$ cat src/rtl/CPU_buffer_bus.sv
// Shared pipeline-buffer types for the front end of the CPU.
//   if_id_bus_t   : payload handed from the fetch stage to the IF/ID register.
//   fetch_state_e : state encoding of the instruction-fetch FSM.
package CPU_buffer_bus;

  typedef struct packed {
    logic [31:0] pc;
    logic [31:0] inst;
    logic        valid;
  } if_id_bus_t;

  typedef enum logic [1:0] {
    REQ  = 2'd0,
    WAIT = 2'd1,
    HOLD = 2'd2,
    DROP = 2'd3
  } fetch_state_e;

  localparam logic [31:0] PC_STEP = 32'd4;

  // Redirect targets are word addresses; the two low bits carry no meaning.
  function automatic logic [31:0] word_align(input logic [31:0] addr);
    return addr & ~32'h3;
  endfunction

endpackage

$ cat src/rtl/if_fetch_unit.sv
// Instruction-fetch stage. Owns the PC, issues one instruction-memory request
// at a time, holds a returned word while IF/ID is stalled, applies redirects
// and throws away responses that belong to squashed fetches.
//
// Ports
//   ACLK, ARESET        : clock (rising edge), synchronous active-high reset
//   stall_en            : IF/ID holds this cycle; presented word not consumed
//   redirect_en/_pc     : squash current fetch and restart at redirect_pc
//   imem_req_*          : request channel (valid/ready, addr)
//   imem_rsp_*          : response channel (valid, data, ready tied high)
//   if_id_bus_out       : {pc, inst, valid} toward IF/ID, all zero when !valid
//   fetch_state         : current FSM state, exported for observation
//
// Handshake rule: a request transfers on a rising edge where imem_req_valid
// and imem_req_ready are both high; a response transfers on any edge where
// imem_rsp_valid is high (imem_rsp_ready is always 1). At most one request
// is outstanding, so no new request is raised until the response is seen.
module if_fetch_unit
  import CPU_buffer_bus::*;
#(
  parameter logic [31:0] RESET_PC = 32'h0000_0000
) (
  input  logic         ACLK,
  input  logic         ARESET,
  input  logic         stall_en,
  input  logic         redirect_en,
  input  logic [31:0]  redirect_pc,
  output logic         imem_req_valid,
  input  logic         imem_req_ready,
  output logic [31:0]  imem_req_addr,
  input  logic         imem_rsp_valid,
  input  logic [31:0]  imem_rsp_data,
  output logic         imem_rsp_ready,
  output if_id_bus_t   if_id_bus_out,
  output fetch_state_e fetch_state
);

  fetch_state_e state_q;
  logic [31:0]  pc_q;
  logic [31:0]  inst_q;
  logic [31:0]  target_pc;
  logic         req_fire;

  assign target_pc = word_align(redirect_pc);
  assign req_fire  = imem_req_valid && imem_req_ready;

  always_ff @(posedge ACLK) begin
    if (ARESET) begin
      state_q <= REQ;
      pc_q    <= RESET_PC;
      inst_q  <= '0;
    end else begin
      case (state_q)
        REQ: begin
          // A response showing up here is illegal and simply ignored.
          if (redirect_en) begin
            pc_q    <= target_pc;
            // The request already left for the old PC: its answer is an orphan.
            state_q <= req_fire ? DROP : REQ;
          end else if (req_fire) begin
            state_q <= WAIT;
          end
        end
        WAIT: begin
          if (redirect_en) begin
            pc_q    <= target_pc;
            state_q <= imem_rsp_valid ? REQ : DROP;
          end else if (imem_rsp_valid) begin
            if (stall_en) begin
              inst_q  <= imem_rsp_data;
              state_q <= HOLD;
            end else begin
              pc_q    <= pc_q + PC_STEP;
              state_q <= REQ;
            end
          end
        end
        HOLD: begin
          if (redirect_en) begin
            pc_q    <= target_pc;
            state_q <= REQ;
          end else if (!stall_en) begin
            pc_q    <= pc_q + PC_STEP;
            state_q <= REQ;
          end
        end
        DROP: begin
          if (redirect_en) pc_q <= target_pc;
          if (imem_rsp_valid) state_q <= REQ;
        end
        default: state_q <= REQ;
      endcase
    end
  end

  // Outputs are decoded from state so a WAIT-state response reaches IF/ID
  // in the same cycle it arrives; reset forces the quiet values.
  always_comb begin
    imem_req_valid = 1'b0;
    if_id_bus_out  = '0;
    if (!ARESET) begin
      case (state_q)
        REQ:  imem_req_valid = 1'b1;
        WAIT: begin
          if (imem_rsp_valid && !redirect_en) begin
            if_id_bus_out.pc    = pc_q;
            if_id_bus_out.inst  = imem_rsp_data;
            if_id_bus_out.valid = 1'b1;
          end
        end
        HOLD: begin
          if_id_bus_out.pc    = pc_q;
          if_id_bus_out.inst  = inst_q;
          if_id_bus_out.valid = 1'b1;
        end
        default: ;
      endcase
    end
  end

  assign imem_req_addr  = pc_q;
  assign imem_rsp_ready = 1'b1;
  assign fetch_state    = state_q;

endmodule

$ cat config.mk
export PLATFORM = sky130hd
export DESIGN_NAME = if_fetch_unit
export DESIGN_NICKNAME = d
export VERILOG_FILES = /design/src/rtl/CPU_buffer_bus.sv /design/src/rtl/if_fetch_unit.sv
export SDC_FILE = /design/constraint.sdc
export NUM_CORES = 1
export LEC_CHECK = 0
export ABC_CLOCK_PERIOD_IN_PS = 2800
export BUFFER_PORTS_ARGS = -buffer_cell sky130_fd_sc_hd__buf_2
export CORE_ASPECT_RATIO = 1.4
export CORE_MARGIN = 1
export CORE_UTILIZATION = 45
export DETAILED_ROUTE_END_ITERATION = 8
export PLACE_DENSITY = 0.74
export SLEW_MARGIN = 20
export SYNTH_ARGS = -nofsm -noshare
export SYNTH_HDL_FRONTEND = slang
export SYNTH_SLANG_ARGS = --single-unit
$ cat constraint.sdc
create_clock -name ACLK -period 2.8 [get_ports ACLK]
set_input_delay 0.14 -clock ACLK [delete_from_list [all_inputs] [get_ports ACLK]]
set_output_delay 0.14 -clock ACLK [all_outputs]
set_load 0.02 [all_outputs]
# Word level (Yosys, flattened, before mapping)
# Index checks and enable logic that the tools add are counted.
# word_totals
regBits,66
inputBits,70
out_inout_bits,101
wordCells,43
# classes
add_sub_neg,1
n_eq_ne,8
mux,22
bitwise,1
reduce_logical,8
# op_table
op,n
$mux W32,5
$mux W65,2
$pmux W65 S2,1
$pmux W32 S3,1
$add A32 B3 Y32 const B,1
$mux W2,10
$ne A3 B3 Y1 const B,3
$pmux W2 S4,1
$reduce_and A4 Y1,2
$eq A2 B2 Y1 const B,2
$eq A2 B1 Y1 const B,1
$logic_and A1 B1 Y1,2
$logic_not A2 Y1,1
$mux W1,2
$ne A2 B1 Y1 const B,1
$ne A2 B2 Y1 const B,1
$reduce_and A2 Y1,1
$reduce_or A2 Y1,1
$logic_not A1 Y1,1
$not A1 Y1,1

# Longest topological paths before layout
# depth
word_depth,7
mapped_depth,9
ltp_nobuf,7

# Least setup slack after synthesis
# No wires, ideal clock.
# synth_timing
path_type,register -> register
startpoint,"reg state_q[0], in the netlist fetch_state[0]"
endpoint,"reg pc_q[13], in the netlist imem_req_addr[13]"
setup_ns,0.117
arrival_time_ns,2.027
required_ns,2.683
path_slack_ns,0.656
stages_incl_launch_ff,8
n_path_buf,1
synth_period_minus_slack_ns,2.144
cell_sequence,dfxtp_1 -> inv_1 -> ha_1 -> nor2b_2 -> a21oi_1 -> clkbuf_1 -> nor2_1 -> a32o_1
# synth_between
elab_chain_len,4
elab_cells_between_ends,9
# synth_lines
item,line,text
"start, declared",if_fetch_unit.sv:38,fetch_state_e state_q;
"start signal, assigned",if_fetch_unit.sv:59,state_q <= req_fire ? DROP : REQ;
"start signal, assigned",if_fetch_unit.sv:67,state_q <= imem_rsp_valid ? REQ : DROP;
$eq A2 B2 Y1 or $logic_not A2 Y1 (tied branches),if_fetch_unit.sv:53,case (state_q)
$reduce_or A2 Y1 (no line),-,
$ne A2 B1 Y1 (no line),-,
$reduce_and A2 Y1 (no line),-,
"end signal, assigned",if_fetch_unit.sv:57,pc_q <= target_pc;
"end signal, assigned",if_fetch_unit.sv:66,pc_q <= target_pc;
"end signal, assigned",if_fetch_unit.sv:73,pc_q <= pc_q + PC_STEP;
"end, declared",if_fetch_unit.sv:39,logic [31:0] pc_q;
# Several ways; a longest one is shown, not always the timed one.
# A chain may end at the register's enable or synchronous reset.

==> out/metrics.yaml <==
drt:
  first_iter_violations: 237
  totalWireLength_mm: 11.4
  vias: 4353
  drc: 0
  first_pass_iters: 4
  detail-route-antenna-nets: 0
  wire_per_inst_microns: 14.7
  vias_per_cell: 5.58
worst_setup_path:
  cp.required_ps: 2660
  arrival_ps: 2450
  startpoint: "fetch_state[1]"
  r2r-start: "fetch_state[0]"
  crit_type: "reg2out"
  setup.worst_path.end_class: "primary output"
  start_kind: "register"
  crit_fanout: 30
power_and_ir_drop:
  p_total_mw: 3.13
  ir_drop_v: 0.000386
  leakage_nw: 2.23
  powerDensity_nw_per_um2: 619
final_layout:
  syn2layout_area_growth_pct: 29.7
  fin_util_pct: 61.0
  stdcell_area_sq_um: 5060
  antennaDiodeCount: 0
  num-nets-final: 749
  multiInputGateArea_sq_um: 2380
  drive_above_1_share_pct: 30.5
  nFillCells: 776
  seqCellArea_sq_um: 1280
grt:
  grt_pass1_vias: 4003
  grt_antenna_before_repair: 0
  grt_max_degree: 35
  grt_pass1_wl_mm: 18.3
  grt_overflow_total: 0
  gr-usage-all-layers_pct: 25.7
timing:
  min_period_over_period_pct: 92.3
  fin_skew_ps: 7.02
  slew_viol_final: 0
  setup_viol_count_final: 0
  max_slew_margin_pct: 60.0
  finalCriticalPeriod_ps: 2590
  worst_pin_slew_ps: 601
  tns_ps: 0
  grt_setup_unrepaired: "no"
  hold_violations: 0
  clock.fmax_mhz: 387
  setup_ws_ps: 214
die:
  start_util_pct: 47.0
  die_w_microns: 80.7
  core-area_sq_um: 8300
  io_pins: 171
  placementRows: 39
  die_h_microns: 112
  die-area_sq_um: 9040
run:
  drv_cap: 0
yosys:
  yosys.cell_types.count: 61
  ys_ff_latch: 64
  synthTopCellsByArea: "dfxtp_1, nand2_1, a21oi_1"
  yosysTopAreaCell: "dfxtp_1"
  synth_seq_area_share_pct: 32.9
  yosys-top-cells-count: "nand2_1, dfxtp_1, nor2_1, a21oi_1, a22oi_1"
  ys_warn_count: 0
  synth_top_area_share_pct: 32.9
  synth_edf_count: 0
  async_reset_ff_share_pct: 0
  syn_area_per_cell_sq_um: 7.35
  synthCells: 530
  synth_ff_type: "dfxtp_1"
  yosysMostFrequentCell: "nand2_1"
  synth.cell_area_sq_um: 3900
clock_tree:
  clk_pin_slew_ps: 50
  ctsResizeCount: 0
  cts_tree: "built"
  cts_hold_buf: 0
  clock_latency_ps: 330
  cts_root_buf: "clkbuf_16"
  cts_sinks: 64
  postCtsSetupRepairBufs: 0
  cts_buffer_depth: 2
  h-tree-depth: 3
  numCtsBuffers: 9
placement:
  place_area_sq_um: 4720
  place_ws_ps: 550
  post-dp-hpwl_mm: 8.08
  place_congestion: 0.819
  numPortBuffers: 163
worst_hold_path:
  hold_class: "in2reg"
  hold_start: "redirect_pc[19]"
outcome:
  outcome: "completed"
[critical path, stage by stage (launching register included)]
cell     delay, ps
dfxtp_1        340
inv_1          130
ha_1           200
nor2b_1        240
and2_1         400
nor2_1         110
nor2_1         100
buf_4          250
and2_1         170
buf_2          160
[kinds of logic after synthesis]
logic type,count (synthesis),share of synthesized area (%)
simple gates,257,33.4
other cells,2,0.193
flops,64,32.9
mux,4,1.03
fa+ha+maj,6,1.93
compound gates,138,22.7
xor+xnor,7,1.57
buf+inv,52,6.32
[metal layers]
metal | share of wire, % | track usage (%) | up-vias
met5 | 0 | 0 | -
met4 | 1.9 | 9.76 | 0
met3 | 7.8 | 7.32 | 23
met2 | 51 | 44.9 | 170
met1 | 40 | 28.8 | 2018
li1 | - | - | 2142
[worst paths after layout]
check                       to  slack (ps)  cells past startpoint
max          if_id_bus_out[43]         210                      9
min          imem_req_addr[19]          20                      3
max reg2reg  imem_req_addr[12]         550                      8
min reg2reg         inst_q[16]         450                      2
[state kept, by name (all words and copies together) (netlist names)]
name	cells
inst_q	32
imem_req_addr	30
fetch_state	2
[per-stage QoR]
step | cells | hold slack (ps)
2_1_floorplan | 533 | 256
3_3_place_gp | 764 | 355
3_5_place_dp | 764 | 360
4_1_cts | 780 | 12.1
5_1_grt | 780 | 46.2
6_report | 780 | 17.4
[final cells by class]
cell class                 instances  share of cell area [%]
tap                              102                    2.52
clock buffer                      14                    5.42
sequential                        64                    25.3
multi-input combinational        417                    47.1
inverter                           5                   0.371
timing repair buffer             176                    18.1
clock inverter                     2                    1.19
[report_power, final]
group,switching [mW],leakage [nW],internal (mW)
registers,0.0985,0.523,0.980
logic,0.523,1.55,0.281
clock network,0.395,0.163,0.852
[cells in the final DEF (no fill, tap or decap), drive strengths merged, types with 4 or more instances in the layout]
cell and n:
o311ai 4, and3 9, xor2 6, inv 5, ha 6, nand4 12
and2 33, nand2b 4, nand2 91, nand3 27, nor2b 6, o21ai 16
a211oi 5, conb 5, nor2 59, a21oi 53, dfxtp 64, clkbuf 14
buf 176, mux2i 4, a22oi 34, nor3 7
No activity file was read; power rests on OpenSTA's default activity.
